## src/rtl/srv_bus_demux.sv

```systemverilog
// srv_bus_demux
//   Steers upstream srv bus requests to one of MAX_REGION downstream slave
//   ports, selected by the address-hit decoder's one-hot vector. Responses
//   return in issue order. Only one target may have responses outstanding at
//   a time, so a request to a different target waits until they all drain.
//   A hit vector that is zero or has more than one bit set selects an
//   internal error target. That target accepts the request without
//   forwarding it and answers with err=1, rdata=0.
//
// Ports
//   clk, rst_n                    clock, asynchronous active-low reset
//   us_req_vld/rdy                upstream request handshake
//   us_req_addr/wr/wdata/wstrb    upstream request fields
//   us_hit                        one-hot region hit for us_req_addr
//   us_rsp_vld/rdy                upstream response handshake
//   us_rsp_rdata/err              upstream response fields
//   ds_req_vld/rdy                per-port request handshake
//   ds_req_addr/wr/wdata/wstrb    shared request fields (copies of upstream)
//   ds_rsp_vld/rdy                per-port response handshake
//   ds_rsp_rdata                  per-port read data, port i at [32i+31:32i]
//   ds_rsp_err                    per-port response error
module srv_bus_demux #(
    parameter  int MAX_REGION = 2,
    parameter  int MAX_OUTST  = 4,
    localparam int CNT_W      = $clog2(MAX_OUTST + 1)
) (
    input  logic                     clk,
    input  logic                     rst_n,
    input  logic                     us_req_vld,
    output logic                     us_req_rdy,
    input  logic [31:0]              us_req_addr,
    input  logic                     us_req_wr,
    input  logic [31:0]              us_req_wdata,
    input  logic [3:0]               us_req_wstrb,
    input  logic [MAX_REGION-1:0]    us_hit,
    output logic                     us_rsp_vld,
    input  logic                     us_rsp_rdy,
    output logic [31:0]              us_rsp_rdata,
    output logic                     us_rsp_err,
    output logic [MAX_REGION-1:0]    ds_req_vld,
    input  logic [MAX_REGION-1:0]    ds_req_rdy,
    output logic [31:0]              ds_req_addr,
    output logic                     ds_req_wr,
    output logic [31:0]              ds_req_wdata,
    output logic [3:0]               ds_req_wstrb,
    input  logic [MAX_REGION-1:0]    ds_rsp_vld,
    output logic [MAX_REGION-1:0]    ds_rsp_rdy,
    input  logic [32*MAX_REGION-1:0] ds_rsp_rdata,
    input  logic [MAX_REGION-1:0]    ds_rsp_err
);

    // Target index MAX_REGION denotes the internal error responder.
    localparam int TGT_W = $clog2(MAX_REGION + 1);
    localparam logic [TGT_W-1:0] TGT_ERR = TGT_W'(MAX_REGION);

    logic [CNT_W-1:0] cnt;
    logic [TGT_W-1:0] tgt;
    logic [TGT_W-1:0] new_tgt;
    logic             hit_onehot;
    logic             can_issue;
    logic             sel_rdy;
    logic             cnt_zero;
    logic             req_hs;
    logic             rsp_hs;

    assign ds_req_addr  = us_req_addr;
    assign ds_req_wr    = us_req_wr;
    assign ds_req_wdata = us_req_wdata;
    assign ds_req_wstrb = us_req_wstrb;

    assign cnt_zero = (cnt == '0);

    // Exactly one bit set: non-zero, and clearing the lowest set bit leaves zero.
    assign hit_onehot = (us_hit != '0) && ((us_hit & (us_hit - 1'b1)) == '0);

    always_comb begin
        new_tgt = TGT_ERR;
        if (hit_onehot) begin
            for (int i = 0; i < MAX_REGION; i++) begin
                if (us_hit[i]) new_tgt = TGT_W'(i);
            end
        end
    end

    // The limit uses the registered count. A response that completes in the
    // same cycle does not free a slot until the next cycle.
    assign can_issue = cnt_zero ||
                       ((new_tgt == tgt) && (cnt < CNT_W'(MAX_OUTST)));

    // The error target is always ready. A port target follows its own ready.
    always_comb begin
        sel_rdy = (new_tgt == TGT_ERR);
        for (int i = 0; i < MAX_REGION; i++) begin
            if (new_tgt == TGT_W'(i)) sel_rdy = ds_req_rdy[i];
        end
    end

    // The request path is combinational. During reset it is forced idle.
    always_comb begin
        ds_req_vld = '0;
        for (int i = 0; i < MAX_REGION; i++) begin
            ds_req_vld[i] = rst_n & us_req_vld & can_issue & (new_tgt == TGT_W'(i));
        end
    end

    assign us_req_rdy = rst_n & can_issue & sel_rdy;

    // Only the current target is routed. Stray responses from other ports
    // see rdy=0 and remain pending at their port.
    always_comb begin
        us_rsp_vld   = 1'b0;
        us_rsp_rdata = '0;
        us_rsp_err   = 1'b0;
        ds_rsp_rdy   = '0;
        if (!cnt_zero) begin
            if (tgt == TGT_ERR) begin
                us_rsp_vld = 1'b1;
                us_rsp_err = 1'b1;
            end else begin
                for (int i = 0; i < MAX_REGION; i++) begin
                    if (tgt == TGT_W'(i)) begin
                        us_rsp_vld    = ds_rsp_vld[i];
                        us_rsp_rdata  = ds_rsp_rdata[32*i +: 32];
                        us_rsp_err    = ds_rsp_err[i];
                        ds_rsp_rdy[i] = us_rsp_rdy;
                    end
                end
            end
        end
    end

    assign req_hs = us_req_vld & us_req_rdy;
    assign rsp_hs = us_rsp_vld & us_rsp_rdy;

    always_ff @(posedge clk or negedge rst_n) begin
        if (!rst_n) begin
            cnt <= '0;
            tgt <= '0;
        end else begin
            if (req_hs) tgt <= new_tgt;
            case ({req_hs, rsp_hs})
                2'b10:   cnt <= cnt + 1'b1;
                2'b01:   cnt <= cnt - 1'b1;
                default: cnt <= cnt;
            endcase
        end
    end

endmodule

```

## config.mk

```make
export PLATFORM = sky130hd
export DESIGN_NAME = srv_bus_demux
export DESIGN_NICKNAME = d
export VERILOG_FILES = /design/src/rtl/srv_bus_demux.sv
export SDC_FILE = /design/constraint.sdc
export NUM_CORES = 1
export LEC_CHECK = 0
export CAP_MARGIN = 30
export CORE_AREA = 2 2 97 99
export CTS_CLUSTER_SIZE = 40
export DETAILED_ROUTE_END_ITERATION = 12
export DIE_AREA = 0 0 99 101
export GPL_TIMING_DRIVEN = 1
export HOLD_SLACK_MARGIN = 0.15
export PLACE_DENSITY = 0.74
export SYNTH_ARGS = -nofsm -noshare
export SYNTH_HDL_FRONTEND = slang
export SYNTH_SLANG_ARGS = --single-unit
```

## constraint.sdc

```tcl
create_clock -name clk -period 2.5 [get_ports clk]
set_input_delay 0.75 -clock clk [delete_from_list [all_inputs] [get_ports clk]]
set_output_delay 0.75 -clock clk [all_outputs]
set_load 0.01 [all_outputs]
```

==> results_dict.tcl, run 1 <==
set metrics [dict create \
    swShare_pct 44.6 \
    post_cts_hold_buffer_count 0 \
    postRouteWirelength_um 6550 \
    crit_fanout 3 \
    arrival_time_at_the_worst_endpoint_ns 1.88 \
    setup-violations-final 4 \
    cts_made_buffers 3 \
    synth_cells 186 \
    cell_area_power_density_nw_per_um2 910 \
    endpoint_kind "output port" \
    dr_total_vias 1419 \
    period_needed_ns 2.63 \
    synth_top_cells_by_area "sky130_fd_sc_hd__buf_4, sky130_fd_sc_hd__mux2i_1, sky130_fd_sc_hd__nor2_1" \
    die_w_um 99 \
    place_worst_setup_slack_ns -1.05 \
    syn2layout_area_growth_pct 68.2 \
    synth_area_um2 1450 \
    worst_setup_hold_path_clk_slew_ns 0.04 \
    tritoncts_sink_count 5 \
    routedWlPerCell_um 18.3 \
    dr.pass1.iters 4 \
    violated_checks "setup timing" \
    finalNetCount 397 \
    synth_async_sr_flop_share_pct 100 \
    fraction_of_final_layout_cells_sized_beyond_drive_strength_1_pct 20.6 \
    yosys_warnings 0 \
    final_util_pct 27.1 \
    power.internal_mw 1.23 \
    coreArea_um2 8980 \
    path_type_of_the_worst_min_delay_path "flop to flop" \
    power_frac_comb_pct 84.7 \
    final_min_period_over_clock_period_pct 105 \
    leakagePower_nw 1.09 \
    drt-vias-per-instance 3.96 \
    worst-endpoint-required_ns 1.75 \
    max_freq_mhz 381 \
    grt_overflow 0 \
    num_rows 35 \
    post-route-drc-count 0 \
    max_cap_viol_count 0 \
    io_pins 253 \
    die-area_um2 10000 \
    worstMarginPinSlew_ns 0.259 \
    die-height_um 101 \
    fin_max_slew_vios 0 \
    synth_cell_type_count 26 \
    share_clk_of_total_power_pct 6.8 \
    outcome "finished, violations left" \
    cts_tree "done" \
    worst_path_largest_cell_delay_ns 0.27 \
    number_of_flops_mapped_to_enable_cells_by_yosys 0 \
    initial_core_utilization_pct 16.1 \
    hold_viol 0 \
    synth_seq_cells 5 \
    slew_headroom_pct 82.4 \
    insertion_delay_ns 0.22 \
    hpwlAfterDp_um 5700 \
    clock-root-buffer "sky130_fd_sc_hd__clkbuf_8" \
    top_cell_type_s_share_of_synthesized_area_pct 35.8 \
    worst_path_max_delay_cell "sky130_fd_sc_hd__ha_4" \
    layout_setup_ws_ns -0.126 \
    worst_vdd_drop_mv 0.327 \
    start_kind "input port" \
    timing.setup.critical_path_class "input port to output port" \
    n_fill_cell 989 \
    grt.total_usage_pct 11.8 \
    clock_skew_ns 0.00495 \
    antennaDiodeCount 0 \
    ant_nets 0 \
    grt_pass1_wl_um 9030 \
    rsz0062_at_grt "true" \
    cp_cell_sequence "buf_8 -> inv_4 -> ha_4 -> xnor2_2 -> a22oi_2 -> buf_4 -> a2111oi_4 -> buf_2" \
    switchingPower_mw 0.986 \
    power.share.sequential_pct 8.5 \
    initialDrtViolationCount 8 \
    synthesis.area_per_instance_um2 7.78 \
    clk_path_buf_depth 2 \
    synth_top_area_cell "sky130_fd_sc_hd__buf_4" \
    grt_antenna_before_repair 0 \
    net_count_of_the_mapped_netlist 335 \
    synth_sequential_area_ratio_pct 8.65 \
    grt_max_degree 33 \
    commonest_register_cell_after_synthesis "sky130_fd_sc_hd__dfrtp_1" \
    buffer_ports.inserted 114 \
    gpl.final_weighted_congestion 0.873 \
    h_tree_levels 1 \
    first_global_vias 1454 \
]
power by group through the flow:
stage	combinational (mW)	clock, mW	sequential, mW
final	1.87	0.150	0.188
after global routing	2.03	0.162	0.194
after CTS	1.80	0.152	0.189
after detailed placement	1.98	0	0.189
after global placement	1.94	0	0.187
after floorplan	1.10	0	0.160
cells in the final DEF, fill, tap and decap left out, types with 2 or more instances in the layout:
master                            instances
sky130_fd_sc_hd__clkdlybuf4s50_1         67
sky130_fd_sc_hd__dlygate4sd2_1           35
sky130_fd_sc_hd__nor2_1                  34
sky130_fd_sc_hd__mux2i_1                 33
sky130_fd_sc_hd__buf_4                   17
sky130_fd_sc_hd__buf_2                    5
sky130_fd_sc_hd__dfrtp_1                  4
sky130_fd_sc_hd__nand2b_1                 3
sky130_fd_sc_hd__inv_1                    3
sky130_fd_sc_hd__clkbuf_8                 3
sky130_fd_sc_hd__dlymetal6s2s_1           3
sky130_fd_sc_hd__buf_12                   3
sky130_fd_sc_hd__nor3_1                   2
sky130_fd_sc_hd__inv_2                    2
sky130_fd_sc_hd__xnor2_2                  2
sky130_fd_sc_hd__xor2_1                   2
sky130_fd_sc_hd__buf_8                    2
sky130_fd_sc_hd__buf_6                    2
state kept, by name (all words and copies together), names as in the netlist:
signal / flops
tgt: 2
cnt: 3
final cells by class:
type | instances | area, um2 | share of cell area [%]
Inverter | 6 | 25.0 | 1.03
Tap cell | 111 | 139 | 5.71
Timing Repair Buffer | 135 | 1280 | 52.8
Sequential cell | 5 | 126 | 5.20
Clock buffer | 4 | 45.0 | 1.85
Multi-Input combinational cell | 97 | 812 | 33.4
path summary, 6_finish.rpt:
| kind | cells after the start | endpoint | start | slack [ns] |
|---|---|---|---|---|
| max reg2reg | 10 | cnt[2] | tgt[1] | 0.23 |
| max in group asynchronous | 2 | tgt[0] | rst_n | 1.77 |
| min | 1 | cnt[2] | cnt[2] | 0.52 |
| max | 8 | us_req_rdy | us_hit[0] | -0.13 |
| min reg2reg | 1 | cnt[2] | cnt[2] | 0.52 |
| min in group asynchronous | 2 | tgt[1] | rst_n | 0.61 |
logic make-up after synthesis:
kind of cell,Yosys count,synth area share [%]
XOR/XNOR,5,3.55
buffers and inverters,84,40.7
AND/OR/NAND/NOR,47,14.6
adder cells (fa/ha/maj),4,3.98
flip-flops,5,8.65
AO/OA/AOI/OAI,6,3.89
multiplexers,35,24.6
cell usage after synthesis, drive strengths merged, types with 2 or more instances:
cell,number
a211oi,2
buf,76
clkbuf,2
dfrtp,5
ha,3
inv,6
mux2i,34
nand2b,3
nor2,34
nor3,4
nor3b,2
xnor2,3
xor2,2
repair_timing:
item,in CTS,in global routing
setup buffers,3,5
pin swaps,13,13
hold endpoints to repair,0,0
endpoints found under the setup margin,44,37
resized for setup,80,13
metal layers:
| metal | track usage (%) | wire, um |
|---|---|---|
| met1 | 11.3 | 1990 |
| met2 | 22.7 | 3600 |
| met3 | 6.73 | 953 |
| met4 | 1.48 | 14 |
| met5 | 0 | 0 |
stage by stage:
step           cells  power (mW)  instance area, um2  TNS (ns)  hold WS, ns
3_5_place_dp     346        2.16                2320    -12.56        0.507
6_report         358        2.21                2430    -0.290        0.519
2_1_floorplan    186        1.26                1470   -0.0532        0.454
5_1_grt          358        2.38                2430     -1.07        0.545
3_3_place_gp     346        2.13                2320    -11.76        0.495
4_1_cts          353        2.14                2350    -0.381        0.516
worst max-delay path: cells and delay by family:
kind            cells  cell delay [ns]
compound gates      2             0.29
buf+inv             4             0.45
fa+ha+maj           1             0.27
xor+xnor            1             0.11
Note: power is estimated with default switching activity, not from simulation.
==> run 2: changes to the inputs <==
Settings changed: CELL_PAD_IN_SITES_DETAIL_PLACEMENT set to 1, CELL_PAD_IN_SITES_GLOBAL_PLACEMENT set to 1, CORE_AREA 2 2 97 99 to 2 2 99 101, DIE_AREA 0 0 99 101 to 0 0 101 103, DONT_BUFFER_PORTS set to 1, PLACE_DENSITY 0.74 to 0.5.
==> run 2 against run 1 <==
Against the previous run: the flow now finishes without violations; total power fell by 27%; hold slack got worse by 0.30 ns; cell area fell by 49%; sequential power up 6%; first-iteration DRC count rose by 38%; critical path type unchanged; largest cell class is now multi-input gates.
==> results_dict.tcl, run 2 (same netlist as run 1, synthesis figures left out) <==
set metrics [dict create \
    outcome "finished clean" \
    timing.setup.tns_ns 0 \
    die_w_um 101 \
    post-route-drc-count 0 \
    grt_pass1_wl_um 5420 \
    rsz0062_at_grt "false" \
    antennaDiodeCount 0 \
    postPlaceCellArea_um2 1180 \
    timing.setup.critical_path_class "input port to output port" \
    die-height_um 103 \
    fin_cells 243 \
    slew_headroom_pct 71.4 \
    layout_setup_ws_ns 0.0631 \
    place_worst_setup_slack_ns -0.0605 \
    final_util_pct 13.1 \
    dr_total_vias 946 \
    path_type_of_the_worst_min_delay_path "input port to asynchronous set/reset pin" \
    worst_path_largest_cell_delay_ns 0.27 \
    flop_to_flop_setup_slack_ns 0.23 \
    hold_ws_ns 0.221 \
    io_pins 253 \
    cp_cell_sequence "inv_2 -> ha_4 -> xnor2_2 -> a22oi_2 -> buf_4 -> nor3_2 -> buf_4" \
    crit_fanout 3 \
    max_freq_mhz 410 \
    initialDrtViolationCount 11 \
    worst_path_max_delay_cell "sky130_fd_sc_hd__ha_4" \
    worst_path_most_repeated_cell "sky130_fd_sc_hd__buf_4" \
    insertion_delay_ns 0.22 \
    coreArea_um2 9460 \
    worstRegToRegCells 9 \
    fraction_of_final_layout_cells_sized_beyond_drive_strength_1_pct 26.4 \
    post_cts.repair.setup_buffers 0 \
    clk_path_buf_depth 2 \
    max_ffs_per_register 3 \
    gpl.final_weighted_congestion 0.767 \
    initial_core_utilization_pct 15.3 \
    leakagePower_nw 0.470 \
    tritoncts_sink_count 5 \
    endpoint_kind "output port" \
    r2r-end "cnt[2]" \
    hpwlAfterDp_um 3530 \
    h_tree_levels 1 \
    first_global_vias 916 \
    grt_max_degree 20 \
    grt_overflow 0 \
    clock_skew_ns 0.00161 \
    period_needed_ns 2.44 \
    launch_instance_of_the_worst_register_to_register_path "tgt[1]" \
    final_min_period_over_clock_period_pct 97.5 \
    register_with_the_highest_flop_count "cnt" \
    syn2layout_area_growth_pct -14.4 \
    worst_setup_hold_path_clk_slew_ns 0.04 \
    hold_viol 0 \
    arrival_time_at_the_worst_endpoint_ns 1.69 \
    start_kind "input port" \
    max_cap_viol_count 0 \
    buffer_ports.inserted 0 \
    drt-vias-per-instance 3.89 \
    layout.cell_area.non_filler_um2 1240 \
    grt.busiest_layer "met2" \
    fin_max_slew_vios 0 \
    ant_nets 0 \
    grt.total_usage_pct 6.95 \
    worst_vdd_drop_mv 0.305 \
    num_rows 36 \
    grt.met3_usage_pct 4.07 \
    cts_tree "done" \
    routedWlPerCell_um 16.8 \
    cell_area_power_density_nw_per_um2 1300 \
    worstMarginPinSlew_ns 0.426 \
    cts_made_buffers 3 \
    die-area_um2 10400 \
    clock-root-buffer "sky130_fd_sc_hd__clkbuf_8" \
    setup-violations-final 0 \
    dr.pass1.iters 4 \
    finalNetCount 279 \
    use_met1_pct 7.49 \
    report.power.total_mw 1.61 \
    worst-endpoint-required_ns 1.75 \
    post_cts_hold_buffer_count 0 \
    dpl.cell_count 239 \
    mostFrequentLayoutCells "sky130_fd_sc_hd__mux2i_1, sky130_fd_sc_hd__nor2_1, sky130_fd_sc_hd__buf_4" \
    postRouteWirelength_um 4080 \
    met2_global_route_usage_pct 10.5 \
    largest_registers "cnt (3), tgt (2)" \
    grt_antenna_before_repair 0 \
]
run 2: what timing repair did:
| item | CTS | global route |
|---|---|---|
| gates resized for setup | 2 | 2 |
| endpoints found under the setup margin | 1 | 3 |
| pin swaps | 0 | 3 |
run 2: worst max path at each step:
stage	slack, ns	endpoint	start	cells past startpoint
after floorplan	-0.03	cnt[2]	us_hit[0]	11
after global placement	-0.02	us_req_rdy	us_hit[0]	6
after detailed placement	-0.06	cnt[2]	us_hit[0]	11
after CTS	0.005	ds_req_vld[1]	us_hit[0]	7
after global routing	0.002	cnt[2]	tgt[1]	9
final	0.06	ds_req_vld[1]	us_hit[0]	7
run 2: worst max-delay path: cells and delay by family:
family | cells | cell delay, ns
compound gates | 1 | 0.10
xor+xnor | 1 | 0.11
fa+ha+maj | 1 | 0.27
buf+inv | 3 | 0.31
simple gates | 1 | 0.14
run 2: where the power goes:
group / leakage (nW) / internal, mW / switching, mW / total, mW
logic: 0.388 / 0.526 / 0.736 / 1.26
registers: 0.0589 / 0.127 / 0.0717 / 0.199
clock network: 0.0228 / 0.110 / 0.0433 / 0.153
run 2: layer usage:
| metal | vias up | wire length [um] |
|---|---|---|
| met5 | - | 0 |
| met4 | 0 | 176 |
| met3 | 24 | 575 |
| met2 | 76 | 1900 |
| met1 | 423 | 1430 |
| li1 | 423 | - |
run 2: cell type report:
class,instances,area [um2]
well taps,114,143
repair buffers,17,128
inverters,6,22.5
fillers,1139,8220
flip-flops and latches,5,126
clock buffers,4,45.0
multi-input cells,97,773
